[config.mk]
export PLATFORM = sky130hd
export DESIGN_NAME = muldiv_unit
export DESIGN_NICKNAME = d
export VERILOG_FILES = /design/src/rtl/muldiv_unit.sv
export SDC_FILE = /design/constraint.sdc
export NUM_CORES = 1
export LEC_CHECK = 0
export ABC_AREA = 1
export CORE_ASPECT_RATIO = 1.2
export CORE_UTILIZATION = 30
export DETAILED_ROUTE_END_ITERATION = 16
export DONT_BUFFER_PORTS = 1
export GPL_TIMING_DRIVEN = 0
export PLACE_DENSITY_LB_ADDON = 0.2
export SLEW_MARGIN = 30
export SYNTH_ARGS = -nofsm -noshare
export SYNTH_HDL_FRONTEND = slang
export SYNTH_SLANG_ARGS = --single-unit
[constraint.sdc]
create_clock -name clk -period 2.84 [get_ports clk]
set_input_delay 0.568 -clock clk [delete_from_list [all_inputs] [get_ports clk]]
set_output_delay 0.568 -clock clk [all_outputs]
set_load 0.02 [all_outputs]
[src/rtl/muldiv_unit.sv]
// Iterative radix-2 multiply / restoring divide unit with architectural HI/LO registers.
// Signed and unsigned forms of both operations; operations can be aborted while in flight.
module muldiv_unit #(
    parameter int WIDTH = 32
) (
    input  logic             clk,
    input  logic             rst,
    input  logic             start,
    input  logic [1:0]       op,
    input  logic [WIDTH-1:0] a,
    input  logic [WIDTH-1:0] b,
    input  logic             abort,
    input  logic             wr_hi,
    input  logic             wr_lo,
    input  logic [WIDTH-1:0] wd,
    input  logic             hi0_lo1_sel,
    output logic [WIDTH-1:0] rd_data,
    output logic             busy,
    output logic             done,
    output logic             div_zero
);

    localparam int CW = (WIDTH > 2) ? $clog2(WIDTH) : 1;

    typedef enum logic [1:0] {
        S_IDLE = 2'd0,
        S_RUN  = 2'd1,
        S_FIX  = 2'd2
    } state_t;

    state_t               state_q, state_d;
    logic [CW-1:0]        cnt_q, cnt_d;
    logic [2*WIDTH-1:0]   acc_q, acc_d;
    logic [WIDTH-1:0]     dsr_q, dsr_d;
    logic [WIDTH-1:0]     a_raw_q, a_raw_d;
    logic                 is_div_q, is_div_d;
    logic                 neg_res_q, neg_res_d;
    logic                 neg_rem_q, neg_rem_d;
    logic                 bzero_q, bzero_d;
    logic [WIDTH-1:0]     hi_q, hi_d;
    logic [WIDTH-1:0]     lo_q, lo_d;
    logic                 busy_q, busy_d;
    logic                 done_q, done_d;
    logic                 div_zero_q, div_zero_d;

    logic                 a_neg_s, b_neg_s;
    logic [WIDTH-1:0]     a_mag_s, b_mag_s;
    logic [WIDTH:0]       mul_sum_s;
    logic [WIDTH:0]       div_diff_s;
    logic [2*WIDTH-1:0]   product_s;
    logic [WIDTH-1:0]     quo_s, rem_s;

    // Operand magnitudes and per-iteration datapath arithmetic.
    always_comb begin
        a_neg_s    = op[0] & a[WIDTH-1];
        b_neg_s    = op[0] & b[WIDTH-1];
        a_mag_s    = a_neg_s ? (-a) : a;
        b_mag_s    = b_neg_s ? (-b) : b;
        // acc holds {partial product, remaining multiplier} or {remainder, dividend/quotient}.
        mul_sum_s  = {1'b0, acc_q[2*WIDTH-1:WIDTH]}
                   + {1'b0, (acc_q[0] ? dsr_q : {WIDTH{1'b0}})};
        div_diff_s = {acc_q[2*WIDTH-1:WIDTH], acc_q[WIDTH-1]} - {1'b0, dsr_q};
        product_s  = neg_res_q ? (-acc_q) : acc_q;
        quo_s      = neg_res_q ? (-acc_q[WIDTH-1:0]) : acc_q[WIDTH-1:0];
        rem_s      = neg_rem_q ? (-acc_q[2*WIDTH-1:WIDTH]) : acc_q[2*WIDTH-1:WIDTH];
    end

    // Next-state and register-update logic for the FSM and HI/LO.
    always_comb begin
        state_d    = state_q;
        cnt_d      = cnt_q;
        acc_d      = acc_q;
        dsr_d      = dsr_q;
        a_raw_d    = a_raw_q;
        is_div_d   = is_div_q;
        neg_res_d  = neg_res_q;
        neg_rem_d  = neg_rem_q;
        bzero_d    = bzero_q;
        hi_d       = hi_q;
        lo_d       = lo_q;
        done_d     = 1'b0;
        div_zero_d = div_zero_q;

        case (state_q)
            S_IDLE: begin
                if (abort) begin
                    state_d = S_IDLE;
                end else if (start) begin
                    state_d   = S_RUN;
                    cnt_d     = {CW{1'b0}};
                    is_div_d  = op[1];
                    neg_res_d = a_neg_s ^ b_neg_s;
                    neg_rem_d = a_neg_s;
                    bzero_d   = (b == {WIDTH{1'b0}});
                    a_raw_d   = a;
                    acc_d     = {{WIDTH{1'b0}}, (op[1] ? a_mag_s : b_mag_s)};
                    dsr_d     = op[1] ? b_mag_s : a_mag_s;
                end else begin
                    if (wr_hi) begin
                        hi_d = wd;
                    end else begin
                        hi_d = hi_q;
                    end
                    if (wr_lo) begin
                        lo_d = wd;
                    end else begin
                        lo_d = lo_q;
                    end
                end
            end
            S_RUN: begin
                if (abort) begin
                    state_d = S_IDLE;
                end else begin
                    if (!is_div_q) begin
                        acc_d = {mul_sum_s, acc_q[WIDTH-1:1]};
                    end else if (!div_diff_s[WIDTH]) begin
                        acc_d = {div_diff_s[WIDTH-1:0], acc_q[WIDTH-2:0], 1'b1};
                    end else begin
                        acc_d = {acc_q[2*WIDTH-2:0], 1'b0};
                    end
                    cnt_d = cnt_q + {{(CW-1){1'b0}}, 1'b1};
                    if (cnt_q == CW'(WIDTH - 1)) begin
                        state_d = S_FIX;
                    end else begin
                        state_d = S_RUN;
                    end
                end
            end
            S_FIX: begin
                state_d = S_IDLE;
                if (abort) begin
                    done_d = 1'b0;
                end else begin
                    done_d = 1'b1;
                    if (!is_div_q) begin
                        hi_d       = product_s[2*WIDTH-1:WIDTH];
                        lo_d       = product_s[WIDTH-1:0];
                        div_zero_d = 1'b0;
                    end else if (bzero_q) begin
                        hi_d       = a_raw_q;
                        lo_d       = {WIDTH{1'b1}};
                        div_zero_d = 1'b1;
                    end else begin
                        hi_d       = rem_s;
                        lo_d       = quo_s;
                        div_zero_d = 1'b0;
                    end
                end
            end
            default: begin
                state_d = S_IDLE;
            end
        endcase

        busy_d = (state_d != S_IDLE);
    end

    // State, datapath and architectural registers.
    always_ff @(posedge clk or negedge rst) begin
        if (!rst) begin
            state_q    <= S_IDLE;
            cnt_q      <= {CW{1'b0}};
            acc_q      <= {(2*WIDTH){1'b0}};
            dsr_q      <= {WIDTH{1'b0}};
            a_raw_q    <= {WIDTH{1'b0}};
            is_div_q   <= 1'b0;
            neg_res_q  <= 1'b0;
            neg_rem_q  <= 1'b0;
            bzero_q    <= 1'b0;
            hi_q       <= {WIDTH{1'b0}};
            lo_q       <= {WIDTH{1'b0}};
            busy_q     <= 1'b0;
            done_q     <= 1'b0;
            div_zero_q <= 1'b0;
        end else begin
            state_q    <= state_d;
            cnt_q      <= cnt_d;
            acc_q      <= acc_d;
            dsr_q      <= dsr_d;
            a_raw_q    <= a_raw_d;
            is_div_q   <= is_div_d;
            neg_res_q  <= neg_res_d;
            neg_rem_q  <= neg_rem_d;
            bzero_q    <= bzero_d;
            hi_q       <= hi_d;
            lo_q       <= lo_d;
            busy_q     <= busy_d;
            done_q     <= done_d;
            div_zero_q <= div_zero_d;
        end
    end

    assign rd_data  = hi0_lo1_sel ? lo_q : hi_q;
    assign busy     = busy_q;
    assign done     = done_q;
    assign div_zero = div_zero_q;

endmodule

# After elaboration in Yosys (flattened, before gate mapping)
# Index checks and enable logic that the tools add are counted.
# classes
n_addsub,8
eq_ne,10
mux,42
bitwise_logic,4
reduce_logical,10
# op_table
operator,n
2-to-1 mux 32 bit,20
2-to-1 mux 64 bit,6
negation 32 bit,4
case mux 32 bit (2 select lines),2
case mux 64 bit (2 select lines),1
negation 64 bit,1
adder 32 x 32 -> 33 bit,1
subtractor 33 x 32 -> 33 bit,1
logical NOT 32 bit,1
2-to-1 mux 5 bit,3
"inequality test 2 bit, second input constant",7
case mux 5 bit (2 select lines),1
AND reduction 5 bit,2
2-to-1 mux 2 bit,4
nonzero test 2 bit,3
"adder 5 x 1 -> 5 bit, second input constant",1
"== test 5 bit, second input constant",1
2-to-1 mux 1 bit,4
case mux 2 bit (2 select lines),1
AND reduction 4 bit,1
AND reduction 3 bit,1
AND 1 bit,2
"== test 2 x 1 -> 1 bit, second input constant",1
"== test 2 bit, second input constant",1
other kinds (4),4
# word_totals
regBits,206
input_bits,105

# Longest topological paths before layout
# Gate-level depths: netlist of run 1.
# depth
ltp_word,6
ltp_mapped,22
ltp_nobuf,20

# Worst setup path after synthesis of run 1
# No wires, ideal clock.
# synth_timing
path_type,register -> register
from,reg acc_q[0]
to,reg acc_q[49]
setup_ns,0.116
arrival_time_ns,2.405
t_required_ns,2.724
path_slack_ns,0.319
stages_incl_launch_ff,20
n_path_buf,2
period_less_slack_ns,2.521
cell_sequence,dfrtp_1 > buf_2 > buf_1 > nand2_1 > inv_1 > ha_1 > inv_1 > fa_1 > inv_1 > nand3_1 > nand2_1 > a21oi_1 > o21ai_1 > nand2_1 > nand3_1 > nand2_1 > nor2_1 > nor2_1 > nand2_1 > nand2_1
# synth_between
elab_chain_cells,5
# synth_lines
element,line,text
from (decl),33,"logic [2*WIDTH-1:0] acc_q, acc_d;"
from (signal assigned),164,acc_q <= {(2*WIDTH){1'b0}};
2-to-1 mux 32 bit,61,"+ {1'b0, (acc_q[0] ? dsr_q : {WIDTH{1'b0}})};"
adder 32 x 32 -> 33 bit,61,
2-to-1 mux 64 bit,115,if (!is_div_q) begin
2-to-1 mux 64 bit,112,if (abort) begin
case mux 64 bit (2 select lines),84,case (state_q)
# No other way between the ends. The select of a mux whose other input is x is not followed.
# A chain may end at the register's enable or synchronous reset.

# Final worst setup path of run 1
# layout_timing
from,reg acc_q[56]
to,reg acc_q[42]
# layout_between
elab_chain_cells,5
# layout_lines
element,line,text
subtractor 33 x 32 -> 33 bit,62,"div_diff_s = {acc_q[2*WIDTH-1:WIDTH], acc_q[WIDTH-1]} - {1'b0, dsr_q};"
2-to-1 mux 64 bit,117,end else if (!div_diff_s[WIDTH]) begin
2-to-1 mux 64 bit,115,
2-to-1 mux 64 bit,112,
case mux 64 bit (2 select lines),84,
# No other way between the ends. The select of a mux whose other input is x is not followed.

==> results of run 1 <==
-- worst paths after layout --
kind | slack [ps] | cells past startpoint | from | to
worst max-delay path | -8 | 13 | acc_q[56] | acc_q[42]
worst min-delay path | -320 | 0 | rst | hi_q[25]
worst max register to register | -8 | 13 | acc_q[56] | acc_q[42]
worst min register to register | 490 | 1 | cnt_q[3] | cnt_q[3]
max in group asynchronous | 2580 | 0 | rst | a_raw_q[8]
min in group clk | 50 | 1 | abort | done
-- final cells by class --
class	instances	area (sq um)
fill	8129	46300
multi-input combinational	2784	13600
sequential	206	5160
inverter	487	1830
tap	918	1150
clock buffer	39	741
buffer	146	693
timing repair buffer	18	139
clock inverter	10	121
-- cell usage in the layout (no fill, tap or decap), types with 12 or more instances in the layout --
master | netlist | routed
clkbuf_1 | 81 | 90
a21oi_1 | 201 | 197
a22oi_1 | 22 | 22
nand3_1 | 254 | 252
xnor2_1 | 19 | 19
o21ai_0 | 265 | 261
ha_1 | 70 | 68
dfrtp_1 | 206 | 199
buf_2 | 38 | 39
nor3_1 | 25 | 24
o21bai_1 | 12 | 12
nand3_2 | 15 | 17
buf_4 | 1 | 18
nor2_2 | 14 | 14
clkbuf_16 | 0 | 27
xor2_1 | 55 | 55
a2bb2oi_1 | 30 | 30
nand2_1 | 1176 | 1173
buf_1 | 19 | 14
nor2_1 | 419 | 417
a21boi_1 | 26 | 26
nand3b_1 | 15 | 15
o211ai_1 | 28 | 28
inv_2 | 13 | 15
nand4_1 | 27 | 27
o21ai_1 | 21 | 24
nand2_2 | 20 | 22
inv_1 | 472 | 469
-- report_power, final --
| part | internal [mW] | switching (mW) | leakage [nW] | total (mW) |
|---|---|---|---|---|
| sequential | 3.72 | 1.35 | 2.46 | 5.07 |
| clock | 2.00 | 1.51 | 0.421 | 3.51 |
| combinational | 4.56 | 9.88 | 9.06 | 14.4 |
| total | 10.3 | 12.7 | 11.9 | 23.0 |
-- cell families (layout without fill, tap and decap cells) --
| logic type | count (synthesis) | in the layout | synth area share, % |
|---|---|---|---|
| flip-flops | 206 | 206 | 24.3 |
| adder cells (fa/ha/maj) | 72 | 72 | 4.32 |
| AO/OA/AOI/OAI | 645 | 645 | 17.5 |
| XOR/XNOR | 74 | 74 | 3.06 |
| buffers and inverters | 634 | 700 | 11.7 |
| AND/OR/NAND/NOR | 1993 | 1993 | 39.1 |
-- per-layer routing --
layer  wire length [um]  vias to the layer above  share of wire (%)
li1                   -                    11600                  -
met1              42100                    11400                 40
met2              48400                     1052                 46
met3               7440                      272                7.1
met4               6860                        2                6.5
met5                 13                        -              0.012
-- registers in the layout, indices dropped and copies added (netlist names), 2 cells and up --
register,flops
lo_q,32
cnt_q,5
a_raw_q,32
acc_q,64
dsr_q,32
hi_q,32
state_q,2
-- timing repair --
item / CTS / global route
setup buffers: 5 / 12
pin swaps: 3 / 5
hold endpoints to repair: 206 / 206
endpoints found under the setup margin: 34 / 34
resized for setup: 21 / 25
gates cloned: 0 / 0
-- metrics by stage --
| stage | std cells | utilization, % | total power [mW] |
|---|---|---|---|
| finish | 4608 | 33.6 | 23.0 |
| global route | 4608 | 33.6 | 24.6 |
| CTS | 4595 | 33.4 | 22.5 |
| detailed placement | 4542 | 32.0 | 18.9 |
| global placement | 4542 | 32.0 | 18.8 |
| floorplan | 3624 | - | 14.1 |
==> metrics.md, run 1 <==
| Metric | Value |
|---|---|
| Status | complete, but fails checks |
| Failing checks | hold timing, setup timing |
| Worst EP arrival | 3330 ps |
| Critical path's top delay family | simple AND/OR/NAND/NOR gates |
| FP Rows | 106 |
| Worst Tran Pin Value | 1010 ps |
| Max_slew headroom | 32.4% |
| Share of the synthesized area in the top cell type | 24.3% |
| Area growth from synthesis to layout | 10.7% |
| Clock buffer depth | 3 |
| Primary FF master, synth | dfrtp_1 |
| Clk_lat worst skew | 610 ps |
| Leakage | 11.9 nW |
| First-pass GRT wire length | 152,000 um |
| Final Hold Viols | 206 |
| FFs w/ async S/R, synth | 100% |
| Crit path required time | 3320 ps |
| Initial antenna violation count | 4 |
| WP buf/inv | 1 |
| Total Wirelength | 105,000 um |
| H-Tree Depth | 1 |
| Final Setup Violations | 1 |
| Pre-CTS setup slack | -1000 ps |
| Crit end category | flop |
| Final Instance Area | 23,500 sq um |
| Mapped Cells | 3,624 |
| Crit path largest cell delay | 650 ps |
| Minimum clock period | 2850 ps |
| CP Cell Sequence | ha_1 -> nand2_1 -> nor2_1 -> nand2_1 -> nor2_1 -> nand2_2 -> nand2_2 -> nand2_2 -> nand2_4 -> buf_6 -> nor2_1 -> o21bai_1 -> nand2_1 |
| Starting Density | 30.4% |
| Placement Cell Area | 22,300 sq um |
| Nets@finish | 3,847 |
| Setup_tns | -7.59 ps |
| DRC | 0 |
| Port bufs | 0 |
| ANT cells | 0 |
| CP Class | reg -> reg |
| Synth warn | 0 |
| Clock Tree Root | clkbuf_16 |
| Met3 Usage GRT | 3.84% |
| Routed Antenna Nets | 0 |
| Final period util | 100% |
| Unrepaired setup endpoints after global routing | yes |
| Die Ht | 293 um |
| Global route hottest layer | met2 |
| Core area | 69,800 sq um |
| Final setup margin | -7.59 ps |
| Max VDD drop | 0.580 mV |
| Clock Sinks | 206 |
| GPL Wtd Cong | 1.01 |
| Full die area | 71,700 sq um |
| Leading area contributor after synthesis | dfrtp_1 |
| Count of cell types in the netlist | 53 |
| Clock Pin Slew Worst Setup and Hold Paths | 70 ps |
| Fmax | 351 MHz |
| I/O pin total | 140 |
| Hold Path Class | in -> async |
| Number of global-route vias before repair | 23,100 |
| Setup Skew | 45.4 ps |
| GR Layer Usage met1 | 35.4% |
| TritonCTS buffer count | 27 |
| Worst-path fanout max | 10 |
| Most numerous cell in the Yosys netlist | nand2_1 |
| Seq/Total Area, Yosys | 24.3% |
| CTS tree | yes |
| HPWL after DPL | 86,800 um |
| Post-synth EDFFs | 0 |
| Largest net degree at the start of global routing | 207 |
| Max Slew Vio Count | 0 |
| Drt first pass iters | 6 |
| Iter 0 DRT Violations | 2,293 |
| Max cap viols | 0 |
| CP max-delay cell | dfrtp_1 |
| Fin Hold WS | -320 ps |
| Pwr Density | 981 nW/um^2 |
| Crit path launch type | flop |
| Grt ovf | 0 |
| M2 GR Usage | 47.5% |
| All-Layer GR Usage | 28.6% |
| Yosys reg bits | 206 |
| Top cells by count, synth | nand2_1 (1,176), inv_1 (472), nor2_1 (419) |
| Routed vias/inst | 5.28 |
| Share of cells above drive strength 1 | 6.21% |
| Mean Syn Cell Area | 5.85 sq um |
| Die X | 245 um |
| Synth area leaders | dfrtp_1 (24%), nand2_1 (21%), inv_1 (8.4%), nor2_1 (7.4%), o21ai_0 (6.3%) |
| Via count | 24,300 |
| Syn nets | 3,801 |
| Mapped Area | 21,200 sq um |
| Routed len/inst | 22.7 um |
(Power assumes the default switching activity.)
==> run 2, diff against run 1 <==
--- a/config.mk
+++ b/config.mk
@@ -7,7 +7,7 @@
 export LEC_CHECK = 0
 export ABC_AREA = 1
 export CORE_ASPECT_RATIO = 1.2
-export CORE_UTILIZATION = 30
+export CORE_UTILIZATION = 36
 export DETAILED_ROUTE_END_ITERATION = 16
 export DONT_BUFFER_PORTS = 1
 export GPL_TIMING_DRIVEN = 0
==> metrics.md, run 2 (synthesis gave the netlist of run 1 again) <==
| Metric | Value |
|---|---|
| Iter 0 DRT Violations | 2,527 (+10%) |
| GPL Wtd Cong | 1.03 (+2.1%) |
| Initial antenna violation count | 6 (+2) |
| Hold Path Class | in -> async |
| H-Tree Depth | 1 (unchanged) |
| Worst Tran Pin Value | 1060 ps (+49.6 ps) |
| Routed len/inst | 23.1 um (+1.4%) |
| CP Class | reg -> reg |
| Final period util | 98.5% (-1.8 points) |
| Commonest non-fill, non-tap cell in the layout | nand2_1 |
| Drt first pass iters | 6 (unchanged) |
| Sequential power share | 21.7% (-0.3 points) |
| Minimum clock period | 2800 ps (-50.0 ps) |
| Final setup margin | 42.4 ps (+50.0 ps) |
| Routed Antenna Nets | 0 (unchanged) |
| Clock buffer depth | 3 (unchanged) |
| I/O pin total | 140 (unchanged) |
| Max cap viols | 0 (unchanged) |
| Area growth from synthesis to layout | 10.8% (about the same) |
| Max_slew headroom | 29.1% (-3.3 points) |
| Sw frac | 54.9% (-0.46 points) |
| Die X | 223 um (-8.6%) |
| Core area | 58,300 sq um (-16%) |
| Sw power | 12.8 mW (+0.46%) |
| Fin Hold WS | -287 ps (+33.3 ps) |
| Setup Skew | 19.5 ps (-25.9 ps) |
| Clock Pin Slew Worst Setup and Hold Paths | 70 ps (about the same) |
| TritonCTS buffer count | 27 (unchanged) |
| Status | complete, but fails checks |
| FF-to-FF path depth | 9 (-4) |
| DRC | 0 (unchanged) |
| Largest net degree at the start of global routing | 207 (unchanged) |
| Starting Density | 36.4% (+6.0 points) |
| Combinational share of power | 62.8% (about the same) |
| Most frequent cells in the layout | nand2_1 (1,167), inv_1 (470), nor2_1 (409) |
| Post-route non-filler standard cell count | 4,430 (-3.9%) |
| Pre-CTS setup slack | -1100 ps (-97.6 ps) |
| Clk_lat worst skew | 580 ps (-30 ps) |
| Setup_tns | 0 ps (+7.59 ps) |
| Crit path launch type | flop |
| Max VDD drop | 0.771 mV (+33%) |
| Final Hold Viols | 206 (unchanged) |
| FP Rows | 97 (-8.5%) |
| HPWL after DPL | 83,800 um (-3.4%) |
| Filler cells | 6,595 (-19%) |
| Clock power share | 15.5% (+0.3 points) |
| Number of global-route vias before repair | 22,900 (-0.77%) |
| Grt ovf | 0 (unchanged) |
| Worst EP arrival | 3210 ps (-120 ps) |
| Total Wirelength | 102,000 um (-2.5%) |
| Max Slew Vio Count | 0 (unchanged) |
| Inst Count DP | 4,366 (-3.9%) |
| Pwr Density | 993 nW/um^2 (+1.2%) |
| Internal | 10.5 mW (+2.3%) |
| Leakage | 11.9 nW (-0.11%) |
| CTS tree | yes |
| Failing checks | hold timing |
| All-Layer GR Usage | 33.2% (+4.6 points) |
| Final Setup Violations | 0 (-1) |
| Final Total Pwr | 23.3 mW (+1.3%) |
| Clock Tree Root | clkbuf_16 |
| Full die area | 59,800 sq um (-17%) |
| Routed vias/inst | 5.51 (+4.4%) |
| Fmax | 357 MHz (+1.8%) |
| Via count | 24,400 (+0.32%) |
| Port bufs | 0 (unchanged) |
| Nets@finish | 3,843 (-0.10%) |
| Worst-path fanout max | 10 (unchanged) |
| Crit path required time | 3250 ps (-70 ps) |
| Crit end category | flop |
| Biggest register | acc_q |
| Clock Sinks | 206 (unchanged) |
| First-pass GRT wire length | 147,000 um (-3.4%) |
| Die Ht | 268 um (-8.7%) |
| Share of cells above drive strength 1 | 7.32% (+1.1 points) |
| Largest register FFs | 64 (unchanged) |
| Unrepaired setup endpoints after global routing | yes |
[run 2: worst max-delay path, cell delays in order, from the launching register on]
cell and delay [ps]:
dfrtp_1 400, clkbuf_2 250, buf_2 260, buf_2 330
buf_2 400, o31ai_1 180, nand2_1 90, nand2_1 40
o21ai_0 540, a22oi_1 130
[run 2: routing by layer]
metal / global-route usage [%] / vias to the layer above / routed length [um]
met5: 0 / - / 48
met3: 5.90 / 314 / 8400
met1: 39.9 / 11300 / 39500
met2: 54.8 / 1123 / 46800
met4: 21.0 / 6 / 7440
li1: - / 11600 / -
[run 2: area by class of cell]
cell class              instances  area (sq um)  area share [%]
repair buffers                 14           118           0.501
inverters                     487          1830            7.79
flip-flops and latches        206          5160            22.0
clock inverters                18           190           0.810
multi-input cells            2784         13800            58.9
clock buffers                  32           714            3.04
well taps                     742           928            3.95
diodes                          1          2.50          0.0107
plain buffers                 146           694            2.96
[run 2: path summary, 6_finish.rpt]
path	slack, ps	from	to
max	40	neg_res_q	lo_q[5]
min	-290	rst	hi_q[26]
max reg2reg	40	neg_res_q	lo_q[5]
min reg2reg	480	hi_q[1]	hi_q[1]
max in group asynchronous	2640	rst	acc_q[25]
min in group clk	90	abort	done
[run 2: power groups by stage]
| stage | sequential [mW] | combinational [mW] | clock [mW] |
|---|---|---|---|
| CTS | 4.96 | 13.9 | 3.61 |
| global placement | 5.00 | 13.7 | 0 |
| finish | 5.05 | 14.6 | 3.62 |
| floorplan | 4.32 | 9.81 | 0 |
| detailed placement | 5.00 | 13.7 | 0 |
| global route | 5.06 | 16.0 | 3.71 |
[run 2: metrics by stage]
stage               hold WS [ps]  utilization (%)  instance area (sq um)
floorplan                    272                -                  21200
global placement             297             38.0                  22100
detailed placement           297             38.0                  22100
CTS                         -308             39.7                  23200
global route                -296             40.3                  23500
finish                      -287             40.3                  23500
[run 2: timing repair]
item / 4_1_cts / 5_1_grt
hold endpoints to repair: 206 / 206
setup endpoints to repair: 34 / 35
setup buffers: 5 / 9
pin swaps: 2 / 6
gates resized for setup: 26 / 70
==> run 3, diff against run 2 <==
--- a/config.mk
+++ b/config.mk
@@ -16,3 +16,4 @@
 export SYNTH_ARGS = -nofsm -noshare
 export SYNTH_HDL_FRONTEND = slang
 export SYNTH_SLANG_ARGS = --single-unit
+export TNS_END_PERCENT = 30
==> metrics.md, run 3 (synthesis gave the netlist of run 1 again) <==
| Metric | Value |
|---|---|
| Status | complete, but fails checks |
| Failing checks | hold timing |
| Largest net degree at the start of global routing | 207 (unchanged) |
| Sequential power share | 21.7% (about the same) |
| Setup_tns | 0 ps (unchanged) |
| Biggest register | acc_q |
| Core area | 58,300 sq um (unchanged) |
| Clock Tree Root | clkbuf_16 |
| Iter 0 DRT Violations | 2,398 (-5.1%) |
| Hold Path Class | in -> async |
| DRC | 0 (unchanged) |
| Fmax | 359 MHz (+0.46%) |
| Worst-path fanout max | 10 (unchanged) |
| Crit path required time | 3290 ps (+40 ps) |
| Grt ovf | 0 (unchanged) |
| Setup Skew | 19.5 ps (+0.0138 ps) |
| ANT cells | 0 (-1) |
| Max Slew Vio Count | 0 (unchanged) |
| Pwr Density | 992 nW/um^2 (about the same) |
| Routed Antenna Nets | 0 (unchanged) |
| FP Rows | 97 (unchanged) |
| H-Tree Depth | 1 (unchanged) |
| Clock buffer depth | 3 (unchanged) |
| CTS tree | yes |
| TritonCTS buffer count | 27 (unchanged) |
| Worst EP arrival | 3240 ps (+30 ps) |
| Most frequent cells in the layout | nand2_1 (1,168), inv_1 (470), nor2_1 (408) |
| Fin Hold WS | -286 ps (+0.725 ps) |
| Via count | 24,400 (+0.086%) |
| Sw power | 12.8 mW (-0.21%) |
| Starting Density | 36.4% (unchanged) |
| CP Class | reg -> reg |
| Internal | 10.5 mW (-0.14%) |
| Routed vias/inst | 5.52 (+0.11%) |
| Sw frac | 54.9% (about the same) |
| GPL Wtd Cong | 1.03 (unchanged) |
| Final setup margin | 55.3 ps (+12.9 ps) |
| Drt first pass iters | 8 (+2) |
| Clk_lat worst skew | 580 ps (about the same) |
| Combinational share of power | 62.8% (about the same) |
| Global route hottest layer | met2 |
| I/O pin total | 140 (unchanged) |
| Crit path launch type | flop |
| Max cap viols | 0 (unchanged) |
| Fin util | 40.3% (about the same) |
| Die Ht | 268 um (unchanged) |
| Pre-CTS setup slack | -1100 ps (unchanged) |
| Commonest non-fill, non-tap cell in the layout | nand2_1 |
| Share of cells above drive strength 1 | 7.27% (-0.054 points) |
| Filler cells | 6,595 (unchanged) |
| Crit end category | flop |
| Clock Pin Slew Worst Setup and Hold Paths | 70 ps (about the same) |
| Nets@finish | 3,843 (unchanged) |
| Final period util | 98.1% (-0.46 points) |
| GR Layer Usage met1 | 39.9% (unchanged) |
| HPWL after DPL | 83,800 um (unchanged) |
| Total Wirelength | 102,000 um (about the same) |
| Met3 Usage GRT | 5.90% (unchanged) |
| Leakage | 11.9 nW (about the same) |
| Initial antenna violation count | 6 (unchanged) |
| Unrepaired setup endpoints after global routing | yes |
| Clock Sinks | 206 (unchanged) |
| Minimum clock period | 2780 ps (-12.9 ps) |
| Die X | 223 um (unchanged) |
| Final Instance Area | 23,500 sq um (about the same) |
| First-pass GRT wire length | 147,000 um (unchanged) |
| Routed len/inst | 23.1 um (about the same) |
| Final Hold Viols | 206 (unchanged) |
| M2 GR Usage | 54.8% (unchanged) |
| All-Layer GR Usage | 33.2% (unchanged) |
| Max VDD drop | 0.770 mV (-0.15%) |
| Area growth from synthesis to layout | 10.7% (about the same) |
| Placement Cell Area | 22,100 sq um (unchanged) |
| Final Setup Violations | 0 (unchanged) |
| Number of global-route vias before repair | 22,900 (unchanged) |
| Worst Tran Pin Value | 1120 ps (+57.2 ps) |
| Largest register FFs | 64 (unchanged) |
| Final Total Pwr | 23.3 mW (-0.18%) |
| Full die area | 59,800 sq um (unchanged) |
| Clock power share | 15.5% (about the same) |
| Max_slew headroom | 25.3% (-3.8 points) |
| Post-route non-filler standard cell count | 4,429 (-0.023%) |
| Port bufs | 0 (unchanged) |
| Inst Count DP | 4,366 (unchanged) |
-- run 3: cell count changes in the layout (fill, tap and decap cells not counted) --
cell,change
nor2_1,-1
nor2_2,+1
nand2_2,-1
ha_1,+1
a21oi_2,-1
diode_2,-1
a21oi_1,+1
nand2_1,+1
ha_4,-1
-- run 3: what timing repair did --
action	CTS	global route
resized for setup	26	68
buffers inserted	5	9
endpoints found under the setup margin	34	35
pin swaps	2	6
endpoints found under the hold margin	206	206
-- run 3: area by class of cell --
cell class | instances | area, sq um | share of cell area (%)
well taps | 742 | 928 | 3.96
clock inverters | 18 | 190 | 0.811
clock buffers | 32 | 714 | 3.05
multi-input cells | 2784 | 13800 | 58.9
flip-flops and latches | 206 | 5160 | 22.0
inverters | 487 | 1830 | 7.79
repair buffers | 14 | 118 | 0.501
plain buffers | 146 | 694 | 2.96
-- run 3: worst paths after layout --
path                            from        end  slack, ps  cells past startpoint
min in group clk               abort       done         90                      1
setup / recovery           acc_q[53]  acc_q[42]         60                     14
max in group asynchronous        rst   acc_q[4]       2670                      0
hold / removal                   rst   hi_q[26]       -290                      0
setup reg to reg           acc_q[53]  acc_q[42]         60                     14
hold reg to reg             cnt_q[3]   cnt_q[3]        480                      1
-- run 3: critical path, cell delays in order, from the launching register on --
cell      delay, ps
dfrtp_1         730
ha_1            410
nand2_2         130
inv_2            40
a21oi_2         180
nand2_2         100
a21oi_4         180
nand2_2         100
nand2_2         110
nand2_4         110
buf_6           170
nand2_1          60
nand2_1          50
o21bai_1        210
nand2_1          80
-- run 3: layer usage --
layer	share of wire [%]	wire, um
met1	39	39600
met2	46	46600
met3	8.1	8290
met4	7.4	7570
met5	0.047	48
-- run 3: power by group through the flow --
stage / Combinational [mW] / Clock, mW / Sequential (mW)
4_1_cts: 13.9 / 3.61 / 4.96
5_1_grt: 16.0 / 3.71 / 5.06
2_1_floorplan: 9.81 / 0 / 4.32
6_report: 14.6 / 3.61 / 5.04
3_5_place_dp: 13.7 / 0 / 5.00
3_3_place_gp: 13.7 / 0 / 5.00
